<file path="src/rtl/min_receive_fsm.sv">
// -----------------------------------------------------------------------------
// min_receive_fsm
//
// Receive side of the MIN serial framing protocol. Consumes the UART RX byte
// stream, detects the AA AA AA header, removes stuff bytes, tracks the frame
// fields (ID, LEN, payload, CRC, EOF) and presents each good frame as one
// parallel word. Runs entirely in the sclk domain.
//
// Build option:
//   MIN_RX_CRC_CHECK_EN  defined   : CRC-32 is computed and checked.
//                        undefined : CRC bytes are consumed but ignored.
//
// Ports:
//   i_clk    sclk, all logic on the rising edge
//   i_rst    synchronous active-high reset
//   i_en     when low, i_valid is ignored and all state holds
//   i_valid  one-cycle strobe, i_data carries a received byte
//   i_data   received byte
//   o_valid  one-cycle pulse, a good frame is on o_id/o_len/o_data
//   o_err    one-cycle pulse, frame rejected
//   o_busy   high from the first post-header byte until the frame ends
//   o_id     ID/control byte of the last accepted frame
//   o_len    payload length of the last accepted frame
//   o_data   payload of the last accepted frame, byte 0 in [7:0], unused = 0
// -----------------------------------------------------------------------------
module min_receive_fsm #(
  parameter int          MAX_PAYLOAD = 8,
  parameter logic [7:0]  HDR_BYTE    = 8'hAA,
  parameter logic [7:0]  STUFF_BYTE  = 8'h55
) (
  input  logic                     i_clk,
  input  logic                     i_rst,
  input  logic                     i_en,
  input  logic                     i_valid,
  input  logic [7:0]               i_data,
  output logic                     o_valid,
  output logic                     o_err,
  output logic                     o_busy,
  output logic [7:0]               o_id,
  output logic [7:0]               o_len,
  output logic [8*MAX_PAYLOAD-1:0] o_data
);

  localparam int IDXW = (MAX_PAYLOAD > 1) ? $clog2(MAX_PAYLOAD) : 1;

  typedef enum logic [3:0] {
    S_IDLE,
    S_ID,
    S_LEN,
    S_PAYLOAD,
    S_CRC3,
    S_CRC2,
    S_CRC1,
    S_CRC0,
    S_EOF
  } state_t;

  state_t                   r_state;
  state_t                   w_state_nxt;
  logic [1:0]               r_hdr_cnt;
  logic [1:0]               w_hdr_cnt_nxt;
  logic                     w_strobe;
  logic                     w_resync;   // third consecutive header byte
  logic                     w_take;     // byte is frame content, not stuffing
  logic                     w_accept;
  logic                     w_reject;
  logic                     w_crc_ok;

  // Shadow copy of the frame under reception
  logic [7:0]               r_id_sh;
  logic [7:0]               r_len_sh;
  logic [7:0]               r_idx;
  logic [7:0]               r_shadow [MAX_PAYLOAD];

  logic                     r_valid;
  logic                     r_err;
  logic [7:0]               r_id;
  logic [7:0]               r_len;
  logic [8*MAX_PAYLOAD-1:0] r_data;

  assign w_strobe = i_en && i_valid;

  // ---------------------------------------------------------------------------
  // State register
  // ---------------------------------------------------------------------------
  // NOTE: sequential state uses non-blocking (<=) so every flop samples the
  // pre-edge values; blocking here would create order-dependent races.
  always_ff @(posedge i_clk) begin
    if (i_rst) begin
      r_state   <= S_IDLE;
      r_hdr_cnt <= 2'd0;
    end else begin
      r_state   <= w_state_nxt;
      r_hdr_cnt <= w_hdr_cnt_nxt;
    end
  end

  // ---------------------------------------------------------------------------
  // Next-state logic, including header detection and unstuffing
  // ---------------------------------------------------------------------------
  // NOTE: every signal assigned here gets a default first, so no path can
  // leave a value unassigned and infer a latch.
  always_comb begin
    w_state_nxt   = r_state;
    w_hdr_cnt_nxt = r_hdr_cnt;
    w_resync      = 1'b0;
    w_take        = 1'b0;
    w_accept      = 1'b0;
    w_reject      = 1'b0;

    if (w_strobe) begin
      if (i_data == HDR_BYTE) begin
        if (r_hdr_cnt == 2'd2) begin
          // Header resync wins in every state; abort any frame in flight.
          w_resync      = 1'b1;
          w_reject      = (r_state != S_IDLE);
          w_state_nxt   = S_ID;
          w_hdr_cnt_nxt = 2'd0;
        end else begin
          w_hdr_cnt_nxt = r_hdr_cnt + 2'd1;
        end
      end else begin
        w_hdr_cnt_nxt = 2'd0;
      end

      if (!w_resync && (r_state != S_IDLE)) begin
        if (r_hdr_cnt == 2'd2) begin
          // Byte after HDR HDR inside a frame: only a stuff byte is legal,
          // and it carries no content.
          if (i_data != STUFF_BYTE) begin
            w_reject    = 1'b1;
            w_state_nxt = S_IDLE;
          end
        end else begin
          w_take = 1'b1;
          unique case (r_state)
            S_ID:      w_state_nxt = S_LEN;
            S_LEN: begin
              if (i_data > 8'(MAX_PAYLOAD)) begin
                w_reject    = 1'b1;
                w_state_nxt = S_IDLE;
              end else if (i_data == 8'd0) begin
                w_state_nxt = S_CRC3;
              end else begin
                w_state_nxt = S_PAYLOAD;
              end
            end
            S_PAYLOAD: begin
              if ((r_idx + 8'd1) == r_len_sh) w_state_nxt = S_CRC3;
            end
            S_CRC3:    w_state_nxt = S_CRC2;
            S_CRC2:    w_state_nxt = S_CRC1;
            S_CRC1:    w_state_nxt = S_CRC0;
            S_CRC0:    w_state_nxt = S_EOF;
            S_EOF: begin
              w_state_nxt = S_IDLE;
              if ((i_data == STUFF_BYTE) && w_crc_ok) w_accept = 1'b1;
              else                                    w_reject = 1'b1;
            end
            default:   w_state_nxt = S_IDLE;
          endcase
        end
      end
    end
  end

  // ---------------------------------------------------------------------------
  // Outputs
  // ---------------------------------------------------------------------------
  // Busy covers LEN through EOF, so it drops in the same cycle a result pulses
  // (state is IDLE or, after a resync, ID).
  always_comb begin
    o_busy = !((r_state == S_IDLE) || (r_state == S_ID));
  end

  assign o_valid = r_valid;
  assign o_err   = r_err;
  assign o_id    = r_id;
  assign o_len   = r_len;
  assign o_data  = r_data;

  // ---------------------------------------------------------------------------
  // Frame datapath: shadow capture and output load
  // ---------------------------------------------------------------------------
  // NOTE: the shadow buffer is reset (and cleared on every header) because
  // unused payload bytes must read back as zero on o_data.
  always_ff @(posedge i_clk) begin
    if (i_rst) begin
      r_valid  <= 1'b0;
      r_err    <= 1'b0;
      r_id     <= 8'd0;
      r_len    <= 8'd0;
      r_data   <= '0;
      r_id_sh  <= 8'd0;
      r_len_sh <= 8'd0;
      r_idx    <= 8'd0;
      for (int i = 0; i < MAX_PAYLOAD; i++) r_shadow[i] <= 8'd0;
    end else begin
      r_valid <= w_accept;
      r_err   <= w_reject;

      if (w_resync) begin
        r_id_sh  <= 8'd0;
        r_len_sh <= 8'd0;
        r_idx    <= 8'd0;
        for (int i = 0; i < MAX_PAYLOAD; i++) r_shadow[i] <= 8'd0;
      end else if (w_take) begin
        case (r_state)
          S_ID:  r_id_sh <= i_data;
          S_LEN: begin
            r_len_sh <= i_data;
            r_idx    <= 8'd0;
          end
          S_PAYLOAD: begin
            r_shadow[r_idx[IDXW-1:0]] <= i_data;
            r_idx                     <= r_idx + 8'd1;
          end
          default: ;
        endcase
      end

      if (w_accept) begin
        r_id  <= r_id_sh;
        r_len <= r_len_sh;
        for (int i = 0; i < MAX_PAYLOAD; i++) r_data[i*8 +: 8] <= r_shadow[i];
      end
    end
  end

  // ---------------------------------------------------------------------------
  // CRC-32 (reflected 0xEDB88320, init and final XOR all ones)
  // ---------------------------------------------------------------------------
`ifdef MIN_RX_CRC_CHECK_EN
  logic [31:0] r_crc;
  logic [31:0] r_rx_crc;
  logic [31:0] w_crc_nxt;

  function automatic logic [31:0] crc32_byte(input logic [31:0] crc,
                                             input logic [7:0]  data);
    logic [31:0] c;
    c = crc ^ {24'd0, data};
    for (int k = 0; k < 8; k++) begin
      c = c[0] ? ((c >> 1) ^ 32'hEDB88320) : (c >> 1);
    end
    return c;
  endfunction

  assign w_crc_nxt = crc32_byte(r_crc, i_data);
  // Received CRC is big-endian over the wire; compare after the final XOR.
  assign w_crc_ok  = ((r_crc ^ 32'hFFFFFFFF) == r_rx_crc);

  always_ff @(posedge i_clk) begin
    if (i_rst) begin
      r_crc    <= 32'hFFFFFFFF;
      r_rx_crc <= 32'd0;
    end else if (w_resync) begin
      r_crc    <= 32'hFFFFFFFF;
    end else if (w_take) begin
      case (r_state)
        S_ID, S_LEN, S_PAYLOAD:         r_crc    <= w_crc_nxt;
        S_CRC3, S_CRC2, S_CRC1, S_CRC0: r_rx_crc <= {r_rx_crc[23:0], i_data};
        default: ;
      endcase
    end
  end
`else
  assign w_crc_ok = 1'b1;
`endif

endmodule

</file>
<file path="config.mk">
export PLATFORM = sky130hd
export DESIGN_NAME = min_receive_fsm
export DESIGN_NICKNAME = d
export VERILOG_FILES = /design/src/rtl/min_receive_fsm.sv
export SDC_FILE = /design/constraint.sdc
export NUM_CORES = 1
export LEC_CHECK = 0
export BUFFER_PORTS_ARGS = -buffer_cell sky130_fd_sc_hd__buf_2
export CORE_ASPECT_RATIO = 0.75
export CORE_MARGIN = 5
export CORE_UTILIZATION = 29
export DETAILED_ROUTE_END_ITERATION = 8
export SETUP_SLACK_MARGIN = 0.02
export SYNTH_ARGS = -nofsm -noshare
export SYNTH_HDL_FRONTEND = slang
export SYNTH_SLANG_ARGS = --single-unit
</file>
<file path="constraint.sdc">
create_clock -name i_clk -period 2.4 [get_ports i_clk]
set_input_delay 0 -clock i_clk [delete_from_list [all_inputs] [get_ports i_clk]]
set_output_delay 0 -clock i_clk [all_outputs]
set_load 0.01 [all_outputs]
</file>
=== Yosys cells after proc, flatten, opt, wreduce, memory -nomap -nowiden ===
Memories as Yosys holds them, arrays and structs flattened. A register that Yosys moved wholly into a read port is not among the register bits.
Cells that the tools add are included.

* Mux-type cells: 53
* Add/subtract/negate cells: 2
* Bitwise logic cells: 9
* Order comparisons: 1
* Divide/modulo/power cells: 0
* Equality and inequality tests: 13
* Reductions and logical operators: 15
* Shift operators: 0
* Multipliers: 0

{| class="wikitable"
|+ Operators by type and width
! operator !! count
|-
| 8-bit 2-to-1 mux || 9
|-
| 1-bit 2-to-1 mux || 30
|-
| 4-bit one-hot mux with 7 select lines || 1
|-
| 4-bit 2-to-1 mux || 6
|-
| 4-bit by 3-bit equality test with 1-bit output, second input constant || 4
|-
| 8-bit one-hot mux with 2 select lines || 1
|-
| 3-bit 2-to-1 mux || 3
|-
| 8-bit by 1-bit adder with 8-bit output, second input constant || 1
|-
| 4-bit by 2-bit equality test with 1-bit output, second input constant || 2
|-
| 8-bit by 7-bit equality test with 1-bit output, second input constant || 1
|-
| 8-bit equality test || 1
|-
| 8-bit equality test, second input constant || 1
|-
| 8-bit by 4-bit > comparator with 1-bit output, second input constant || 1
|-
| 8-bit zero test || 1
|-
| 8-bit by 7-bit != test with 1-bit output, second input constant || 1
|-
| 1-bit bitwise OR || 8
|-
| 8-bit OR reduction || 1
|-
| 2-bit AND reduction || 3
|-
| 4-bit by 1-bit equality test with 1-bit output, second input constant || 1
|-
| 4-bit equality test, second input constant || 1
|-
| 4-bit zero test || 1
|-
| 2-bit 2-to-1 mux || 2
|-
| 4-bit nonzero test || 1
|-
| 2-bit OR reduction || 2
|-
| 8 further kinds || 10
|}

* Memory bits (read-only): 0
* Bits in latches: 0
* Memories kept: 1
* Output and inout bits: 83
* Bits in writable memories: 64
* Bits in registers: 48

{| class="wikitable"
|+ Memory list
! name !! depth !! bits a word !! read ports !! clocked after Yosys merged registers in !! wr ports !! line !! source
|-
| r_shadow || 8 || 8 || 8 || 8 || 8 || 73 || <nowiki>logic [7:0] r_shadow [MAX_PAYLOAD];</nowiki>
|}

=== Logic depth before layout (Yosys ltp) ===
Gate-level depths: netlist (run 1).

* Depth after elaboration: 14
* Depth in mapped cells: 9
* Depth with buffers taken out: 8

=== Least setup slack after synthesis (run 1) ===
No wires, ideal clock.

* Path type: reg-to-reg
* From: register r_state[3]
* To: memory r_shadow[1][0] (enable)
* Cell stages (with the launch flop): 9
* Library setup time: 310 ps
* Slack: 343 ps
* Path buffers: 3
* Data arrival time: 1748 ps
* Cell sequence: dfxtp_1 > buf_6 > nor2_1 > and3_1 > buf_2 > nand2_1 > buf_2 > nor4_2 > or2_2

{| class="wikitable"
|+ RTL lines
! element !! line !! source
|-
| start, declared || 58 || <nowiki>state_t r_state;</nowiki>
|-
| start signal, assigned || 93 || <nowiki>r_state <= w_state_nxt;</nowiki>
|-
| end, declared || 73 ||
|}

=== Worst setup path after layout (run 1) ===
* From: register r_idx[3]
* To: register r_state[0]

* Longest elaborated chain between the ends: 6

{| class="wikitable"
|+ Ends and longest elaborated chain
! element !! line !! source
|-
| start, declared || 72 || <nowiki>logic [7:0] r_idx;</nowiki>
|-
| start signal, assigned || 216 || <nowiki>r_idx <= r_idx + 8'd1;</nowiki>
|-
| 8-bit by 1-bit adder with 8-bit output || 149 || <nowiki>if ((r_idx + 8'd1) == r_len_sh) w_state_nxt = S_CRC3;</nowiki>
|-
| 8-bit equality test || 149 ||
|-
| 4-bit 2-to-1 mux || 149 ||
|-
| 4-bit one-hot mux with 7 select lines || 136 || <nowiki>unique case (r_state)</nowiki>
|-
| 4-bit 2-to-1 mux || 127 || <nowiki>if (r_hdr_cnt == 2'd2) begin</nowiki>
|-
| 4-bit 2-to-1 mux || 126 || <nowiki>if (!w_resync && (r_state != S_IDLE)) begin</nowiki>
|}

No other way between the ends.
A chain may end at the register's enable or synchronous reset.

==> impl_metrics.tcl, run 1 <==
set metrics [dict create \
    yosysTopAreaCellShare_pct 31.2 \
    nets 848 \
    power_frac_clock_pct 48.7 \
    via_count 5455 \
    totalPowerFinal_w 0.00645 \
    gr-total-overflow 0 \
    r2r_setup_slack_ps 260 \
    rows 49 \
    netlist_top_cells_count "nand2_1 (186), dfxtp_1 (112), a21oi_1 (82), and2_1 (65), edfxtp_1 (64)" \
    drc 0 \
    drv_cap 0 \
    p_leak_nw 3.27 \
    synth_warnings 0 \
    synth_area_per_cell_sq_um 9.75 \
    core-area_sq_mm 0.0242 \
    reg2regPathDepth 7 \
    port_buffers 94 \
    outcome "complete, no violations" \
    min_path_cells 3 \
    clock_path_buffers 2 \
    grt_start_max_net_pins 53 \
    syn_nets 749 \
    slowest_delay_ps 500 \
    crit_arrival_ps 2450 \
    place.gp.congestion 0.898 \
    finClkSkew_ps 11.6 \
    hold_violations 0 \
    worstHoldStart "i_data[1]" \
    yosysMostFrequentCell "nand2_1" \
    slowest_stage "dfxtp_1" \
    via_per_inst 4.63 \
    async_reset_ff_share_pct 0 \
    fin_setup_tns_ps 0 \
    rsz0062_at_grt "no" \
    final.min_clock_period_ps 2140 \
    synthDistinctLibCells 52 \
    hp-class "in -> reg" \
    yosysTopAreaCell "dfxtp_1" \
    worst_slack_ps 263 \
    antenna_found_initial 1 \
    ys_top_cells_by_area "dfxtp_1 (31%), edfxtp_1 (27%), nand2_1 (9.7%)" \
    critPathBufInv 0 \
    clock-sinks 176 \
    cts_made_buffers 17 \
    synthToLayoutAreaGrowth_pct 22.4 \
    cp_top_family "compound AO/OA/AOI/OAI gates" \
    die_y_um 146 \
    layout-drive-gt1-share_pct 23.6 \
    r2r-start "r_idx[3]$_SDFFE_PP0P_" \
    ctsResizeCount 0 \
    drt-total-wl_mm 18.1 \
    fp.dieW_um 192 \
    netlist_instances 736 \
    worst_pin_slew_ps 573 \
    cts_tree "yes" \
    cts.reportedPaths.clkPinSlew_ps 70 \
    slew_viol_final 0 \
    clock_latency_ps 430 \
    root_buffer "clkbuf_16" \
    critPathKind "reg -> reg" \
    cp.required_ps 2710 \
    worstSetupStartpointType "flop" \
    power_switching_w 0.00138 \
    hold-path-endpoint "r_len_sh[1]$_SDFFE_PP0P_" \
    power.internal_w 0.00506 \
    place_ws_ps 334 \
    ios 95 \
    first_global_vias 5202 \
    h-tree-depth 4 \
    finalCritPeriodShare_pct 89.0 \
    die-area_sq_mm 0.0280 \
    antenna_cells 0 \
    track_usage_pct 13.0 \
    crit_fanout 7 \
    ys.flop_type "dfxtp_1" \
    combPwrFrac_pct 2.3 \
    syn_area_sq_mm 0.00718 \
    hpwl_mm 12.1 \
    drt_iter0_drc 430 \
    first_pass_iters 5 \
    share_seq_of_total_power_pct 49.0 \
    ir_drop_v 0.000372 \
    setup_viol 0 \
    synth_enable_flop_cells 64 \
    synth_seq_area_share_pct 58.0 \
    ys_ff_latch 176 \
    wl_per_cell_um 15.3 \
    fmax_ghz 0.468 \
    end_kind "flop" \
    p_sw_share_pct 21.5 \
    start_util_pct 29.7 \
    grt_pass1_wl_mm 28.9 \
    relSlewSlack_pct 60.8 \
    power_density_mw_per_mm2 734 \
    path_cells "nand4_1 > nor3_2 > xnor2_1 > a2111oi_2 > nand2_1 > a31oi_1 > nor3_1" \
    ant_nets 0 \
    rr_endpoint "r_state[0]$_SDFFE_PP0P_" \
]
worst register-to-register path: cells and delay by family, from the launching register on:
kind / cells / cell delay, ps
AO/OA/AOI/OAI: 2 / 710
XOR/XNOR: 1 / 120
flip-flops: 1 / 500
AND/OR/NAND/NOR: 4 / 700
flip-flops by register name (all words and copies together), names as in the netlist, 2 cells and up:
signal,count
o_data,64
o_id,8
o_len,8
r_hdr_cnt,2
r_id_sh,8
r_idx,8
r_len_sh,8
r_shadow,64
r_state,4
per-stage QoR:
stage          cells  hold slack (ps)  cell area [sq um]  util [%]
6_report        1179             16.7               8780      36.4
5_1_grt         1179             1.88               8780      36.4
4_1_cts         1179             5.85               8780      36.4
3_5_place_dp    1138              343               8020      33.2
3_3_place_gp    1138              339               8020      33.2
2_1_floorplan    736              224               7180         -
power groups by stage:
stage                     Clock (W)  Sequential (W)  Combinational, W
final                       0.00314         0.00316          0.000148
after global routing        0.00334         0.00316          0.000159
after CTS                   0.00320         0.00316          0.000150
after detailed placement          0         0.00322          0.000138
after global placement            0         0.00323          0.000136
after floorplan                   0         0.00321         0.0000772
layout by cell type (no fill, tap or decap), types with 5 or more instances in the layout:
master	count
nor3_1	5
buf_2	93
a21oi_1	82
inv_6	6
dfxtp_1	112
buf_4	25
edfxtp_1	64
mux2i_1	8
nor4_1	7
xnor2_1	6
bufinv_16	5
nand3_1	7
clkbuf_16	17
nand2_1	186
or2_2	9
inv_1	11
and2_1	65
o21ai_0	17
a31oi_1	11
nor2_1	23
dlygate4sd3_1	9
a21oi_2	21
worst max-delay path by stage:
stage	from	to	slack, ps	cells past startpoint
final	r_idx[3]$_SDFFE_PP0P_	r_state[0]$_SDFFE_PP0P_	260	7
after global placement	r_idx[0]$_SDFFE_PP0P_	r_state[0]$_SDFFE_PP0P_	370	8
after global routing	r_idx[0]$_SDFFE_PP0P_	r_state[0]$_SDFFE_PP0P_	70	8
after detailed placement	r_idx[3]$_SDFFE_PP0P_	r_state[0]$_SDFFE_PP0P_	330	7
after CTS	r_idx[3]$_SDFFE_PP0P_	r_state[0]$_SDFFE_PP0P_	300	7
after floorplan	r_state[3]$_SDFFE_PP0P_	r_shadow[1][0]$_SDFFCE_PN0P_	340	8
metal layers:
layer  track usage [%]  vias to the layer above  share of wire, %
met4              2.94                        2              0.81
met3              4.25                       16               6.5
met5                 0                        -             0.061
met1              18.1                     2595                47
met2              19.6                      136                45
li1                  -                     2706                 -
final cells by class:
class / instances / area [sq um]
fillers: 2486 / 15400
clock inverters: 15 / 249
repair buffers: 129 / 783
multi-input cells: 500 / 2710
clock buffers: 17 / 425
flip-flops and latches: 176 / 4160
well taps: 331 / 414
inverters: 11 / 41.3
what timing repair did:
action / CTS / global route
endpoints found under the hold margin: 12 / 0
hold buffers: 9 / 0
buffers inserted: 0 / 0
cells by family (layout without fill, tap and decap cells):
kind of cell	after synthesis	count (layout)	share of synthesized area, %
adder cells (fa/ha/maj)	1	1	0.174
multiplexers	9	9	1.27
AO/OA/AOI/OAI	147	147	12.4
XOR/XNOR	7	7	0.854
AND/OR/NAND/NOR	336	336	22.8
flip-flops	176	176	58.0
buffers and inverters	60	172	4.41
(Power assumes the default switching activity.)
==> inputs of run 2 (changes only) <==
Settings changed: CORE_ASPECT_RATIO 0.75 to 1.4.
==> run 2 against run 1 <==
  * Die area about the same
  * Worst setup slack worse by 20 ps
  * Non-clock buffer count down 2
  * Sequential power about the same
  * Register-to-register slack worse by 20 ps
  * Worst hold slack better by 7.7 ps
  * Critical path depth up 1
  * Core utilization down 1.0 points
  * Sequential share of layout area up 0.67 points
  * Final area down 1.4%
  * Flip-flop and latch count unchanged
==> impl_metrics.tcl, run 2 (synthesized netlist as in run 1, its figures left out) <==
set metrics [dict create \
    via_per_inst 4.64 \
    layout-drive-gt1-share_pct 23.8 \
    root_buffer "clkbuf_16" \
    postCtsSetupBuffers 0 \
    clock_path_buffers 2 \
    cts_tree "yes" \
    cp_top_family "compound AO/OA/AOI/OAI gates" \
    slew_viol_final 0 \
    antenna_cells 0 \
    relSlewSlack_pct 60.0 \
    via_count 5385 \
    worstSetupStartpointType "flop" \
    track_usage_pct 13.1 \
    gr-total-overflow 0 \
    fillers 2512 \
    fp.dieW_um 143 \
    worst_pin_slew_ps 601 \
    grt_start_max_net_pins 60 \
    synthToLayoutAreaGrowth_pct 20.7 \
    critPathBufInv 0 \
    final.min_clock_period_ps 2160 \
    cp.required_ps 2760 \
    nets 846 \
    finalCritPeriodShare_pct 89.8 \
    ios 95 \
    place.gp.congestion 0.884 \
    place_ws_ps 259 \
    die_y_um 196 \
    crit_fanout 10 \
    cts.reportedPaths.clkPinSlew_ps 70 \
    hold_violations 0 \
    ff_latch_area_sq_mm 0.00416 \
    multi_input_area_sq_mm 0.00271 \
    cts_made_buffers 17 \
    rsz0062_at_grt "no" \
    start_util_pct 29.3 \
    outcome "complete, no violations" \
    ctsResizeCount 0 \
    first_global_vias 5273 \
    end_kind "flop" \
    critPathKind "reg -> reg" \
    worst_slack_ps 244 \
    drv_cap 0 \
    path_cells "ha_1 > xnor2_1 > nand3_1 > a21boi_0 > a2111oi_2 > a31oi_1 > o21ai_0 > nor2b_1" \
    startpoint "r_idx[0]$_SDFFE_PP0P_" \
    ir_drop_v 0.000436 \
    rows 68 \
    power_density_mw_per_mm2 695 \
    p_leak_nw 3.22 \
    wl_per_cell_um 15.6 \
    antenna_found_initial 0 \
    clock_latency_ps 430 \
    ant_nets 0 \
    final_common_cell "nand2_1" \
    die-area_sq_mm 0.0280 \
    fin_setup_tns_ps 0 \
    slowest_delay_ps 550 \
    mostFrequentLayoutCells "nand2_1 (186), dfxtp_1 (112), buf_2 (93), a21oi_1 (82), and2_1 (65)" \
    drt-total-wl_mm 18.1 \
    h-tree-depth 4 \
    r2r-start "r_idx[0]$_SDFFE_PP0P_" \
    hpwl_mm 12.3 \
    drc 0 \
    grt_pass1_wl_mm 28.6 \
    first_pass_iters 4 \
    setup_viol 0 \
    drt_iter0_drc 376 \
    finClkSkew_ps 12.2 \
    core-area_sq_mm 0.0245 \
    slowest_stage "dfxtp_1" \
    worstHoldStart "i_data[6]" \
    hold_buffers 5 \
    fmax_ghz 0.464 \
    crit_arrival_ps 2520 \
    hp-class "in -> reg" \
    port_buffers 94 \
    clock-sinks 176 \
]
==> run 2: cell count changes in the layout (fill, tap and decap cells not counted) <==
cell	delta
clkbuf_8	+1
bufinv_16	-5
inv_8	+1
buf_4	+1
clkbuf_1	+1
buf_12	+1
clkinv_4	+3
clkbuf_16	+2
inv_4	+1
inv_6	-3
clkinvlp_4	+1
clkinv_8	-2
dlygate4sd3_1	-4
==> run 2: worst paths after layout <==
check | to | slack, ps | depth (start not counted)
max | r_state[2]$_SDFFE_PP0P_ | 240 | 8
min reg2reg | o_data[45]$_SDFFE_PP0P_ | 450 | 2
max reg2reg | r_state[2]$_SDFFE_PP0P_ | 240 | 8
min | r_len_sh[6]$_SDFFE_PP0P_ | 20 | 3
==> run 2: metrics by stage <==
stage / std cells / utilization (%) / instance area [sq um] / power, W / hold WS (ps)
after detailed placement: 1124 / 32.8 / 8030 / 0.00337 / 397
after CTS: 1161 / 35.3 / 8660 / 0.00608 / 1.09
after global routing: 1161 / 35.3 / 8660 / 0.00620 / 39.7
after floorplan: 736 / - / 7180 / 0.00329 / 224
final: 1161 / 35.3 / 8660 / 0.00602 / 24.5
after global placement: 1124 / 32.8 / 8030 / 0.00337 / 398
==> run 2: layer usage <==
| layer | GRT usage [%] | up-vias | part of all wire (%) | wire length (um) |
|---|---|---|---|---|
| met1 | 14.4 | 2549 | 40 | 7250 |
| met4 | 5.28 | 0 | 2.1 | 385 |
| met3 | 2.71 | 33 | 4.1 | 735 |
| met2 | 24.0 | 108 | 54 | 9700 |
| met5 | 0 | - | 0 | 0 |
| li1 | - | 2695 | - | - |
==> run 2: final cells by class <==
cell class | count | area share, %
multi-input cells | 500 | 31.2
repair buffers | 127 | 8.90
inverters | 11 | 0.477
well taps | 315 | 4.55
flip-flops and latches | 176 | 48.1
clock buffers | 21 | 5.69
clock inverters | 11 | 1.05
==> run 2: worst min-delay path, stage by stage <==
cell	delay, ps
buf_2	240
nand2_1	110
a21oi_1	50
==> run 2: where the power goes <==
group          leakage [nW]  internal (W)  switching [W]
Combinational          1.43     0.0000376       0.000116
Clock                 0.287       0.00150        0.00121
Sequential             1.51       0.00314      0.0000148
==> inputs of run 3 (changes only) <==
Settings changed: ABC_AREA set to 1.
Clock period 2.4 ns to 1.99 ns, I/O delays scaled along.
==> run 3 against run 2 <==
  * Core utilization up 1.7 points
  * Routed wire length is 1.3% lower
  * Synthesized area rose by 1.1%
  * Highest routed layer unchanged
==> impl_metrics.tcl, run 3 <==
set metrics [dict create \
    synth_seq_area_share_pct 57.4 \
    ys.flop_type "dfxtp_1" \
    crit_fanout 8 \
    grt_start_max_net_pins 81 \
    mostFrequentLayoutCells "nor2_1 (150), dfxtp_1 (110), o21ai_0 (99), buf_2 (94), edfxtp_1 (64)" \
    yosysMostFrequentCell "nor2_1" \
    slew_viol_final 0 \
    crit_arrival_ps 2000 \
    drt-total-wl_mm 17.8 \
    end_kind "flop" \
    placed_cells 1185 \
    ant_nets 0 \
    worst_pin_slew_ps 549 \
    syn_area_sq_mm 0.00725 \
    cp.required_ps 2140 \
    antenna_cells 0 \
    nets 911 \
    final_core_util_pct 37.0 \
    ios 95 \
    netlist_instances 769 \
    cts_tree "yes" \
    async_reset_ff_share_pct 0 \
    first_global_vias 5562 \
    h-tree-depth 4 \
    netlist_top_cells_count "nor2_1 (154), dfxtp_1 (112), o21ai_0 (107), edfxtp_1 (64), nor3_2 (60)" \
    final_common_cell "nor2_1" \
    via_count 5580 \
    ys_ff_latch 176 \
    p_leak_nw 3.78 \
    first_pass_iters 4 \
    critPathKind "reg -> reg" \
    wl_per_cell_um 14.6 \
    root_buffer "clkbuf_16" \
    synthDistinctLibCells 31 \
    top_usage_layer "met2" \
    final.min_clock_period_ps 1850 \
    antenna_found_initial 0 \
    cts_made_buffers 17 \
    place.gp.congestion 0.859 \
    clock-sinks 176 \
    use_met1_pct 14.4 \
    reg2regPathDepth 9 \
    die_y_um 197 \
    min_path_cells 4 \
    ir_drop_v 0.000473 \
    ys_top_cells_by_area "dfxtp_1 (31%), edfxtp_1 (26%), nor3_2 (8.3%)" \
    fin_area_sq_mm 0.00913 \
    drt_iter0_drc 348 \
    finalCritPeriodShare_pct 92.9 \
    drv_cap 0 \
    synth_enable_flop_cells 64 \
    relSlewSlack_pct 63.3 \
    cts.reportedPaths.clkPinSlew_ps 70 \
    die-area_sq_mm 0.0283 \
    clock_path_buffers 2 \
    fmax_ghz 0.541 \
    placed_cell_area_sq_mm 0.00837 \
    hold_violations 0 \
    fp.dieW_um 144 \
    finClkSkew_ps 13.8 \
    hpwl_mm 12.5 \
    via_per_inst 4.55 \
    yosysTopAreaCellShare_pct 30.9 \
    power_density_mw_per_mm2 804 \
    use_met3_pct 2.66 \
    grt.met2_usage_pct 23.5 \
    synthToLayoutAreaGrowth_pct 25.8 \
    core-area_sq_mm 0.0247 \
    start_util_pct 29.4 \
    worstSetupStartpointType "flop" \
    layout-drive-gt1-share_pct 30.3 \
    place_ws_ps -94.2 \
    drc 0 \
    syn_nets 782 \
    track_usage_pct 12.8 \
    hp-class "in -> reg" \
    grt_pass1_wl_mm 28.8 \
    worst_slack_ps 142 \
    setup_viol 0 \
    synth_warnings 0 \
    clock_latency_ps 430 \
    outcome "complete, no violations" \
    yosysTopAreaCell "dfxtp_1" \
    final_cells 1226 \
    rows 68 \
    port_buffers 94 \
    postCtsSetupBuffers 0 \
    gr-total-overflow 0 \
    synth_area_per_cell_sq_um 9.43 \
    rsz0062_at_grt "yes" \
]
==> run 3: report_power, final <==
group / internal [W] / total [W] / switching, W
Clock: 0.00179 / 0.00334 / 0.00154
Sequential: 0.00376 / 0.00378 / 0.0000149
Combinational: 0.0000755 / 0.000227 / 0.000151
==> run 3: area by class of cell <==
type	count	area (sq um)
Fill cell	2487	15500
Sequential cell	176	4170
Multi-Input combinational cell	494	2720
Timing Repair Buffer	158	1070
Clock buffer	18	429
Tap cell	315	394
Inverter	51	191
Clock inverter	14	160
==> run 3: worst paths after layout <==
| kind | startpoint | to | slack (ps) |
|---|---|---|---|
| worst max-delay path | r_state[1]$_SDFFE_PP0P_ | r_shadow[3][0]$_SDFFCE_PN0P_ | 140 |
| worst min-delay path | i_valid | r_state[0]$_SDFFE_PP0P_ | 110 |
| worst max register to register | r_state[1]$_SDFFE_PP0P_ | r_shadow[3][0]$_SDFFCE_PN0P_ | 140 |
| worst min register to register | r_id_sh[1]$_SDFFE_PP0P_ | r_id_sh[1]$_SDFFE_PP0P_ | 450 |
==> run 3: cells by family (layout without fill, tap and decap cells) <==
| group | count (synthesis) | count (layout) | share of synthesized area (%) |
|---|---|---|---|
| xor gates and xnor gates | 2 | 2 | 0.242 |
| adders and majority gates | 1 | 1 | 0.172 |
| buffers and inverters | 99 | 241 | 6.31 |
| AOI/OAI and AO/OA | 164 | 164 | 11.7 |
| and+or+nand+nor | 327 | 327 | 24.2 |
| DFF | 176 | 176 | 57.4 |
==> run 3: metal layers <==
| metal | part of all wire (%) | wire length [um] |
|---|---|---|
| met3 | 4.4 | 782 |
| met2 | 54 | 9600 |
| met4 | 1.8 | 325 |
| met5 | 0 | 0 |
| met1 | 40 | 7140 |
==> run 3: timing repair <==
item                                    4_1_cts  5_1_grt
endpoints found under the hold margin        12        0
resized for setup                             1       18
hold buffers                                  9        0
pin swaps                                     0        2
endpoints found under the setup margin       62      136
==> run 3: metrics by stage <==
| stage | power, W | hold slack, ps | TNS, ps |
|---|---|---|---|
| 6_report | 0.00734 | 109 | 0 |
| 5_1_grt | 0.00757 | 160 | 0 |
| 4_1_cts | 0.00742 | 94.9 | 0 |
| 3_5_place_dp | 0.00406 | 307 | -2100 |
| 3_3_place_gp | 0.00406 | 307 | -564 |
| 2_1_floorplan | 0.00395 | 193 | -652 |
==> run 3: critical path: stages (launching register included) <==
cell and delay [ps]:
dfxtp_1 350, nor2_2 50, a21oi_2 160, inv_2 70, nor2_4 110, nand3_2 100
nor2_4 170, nand3_4 180, o21ai_2 220, buf_12 150
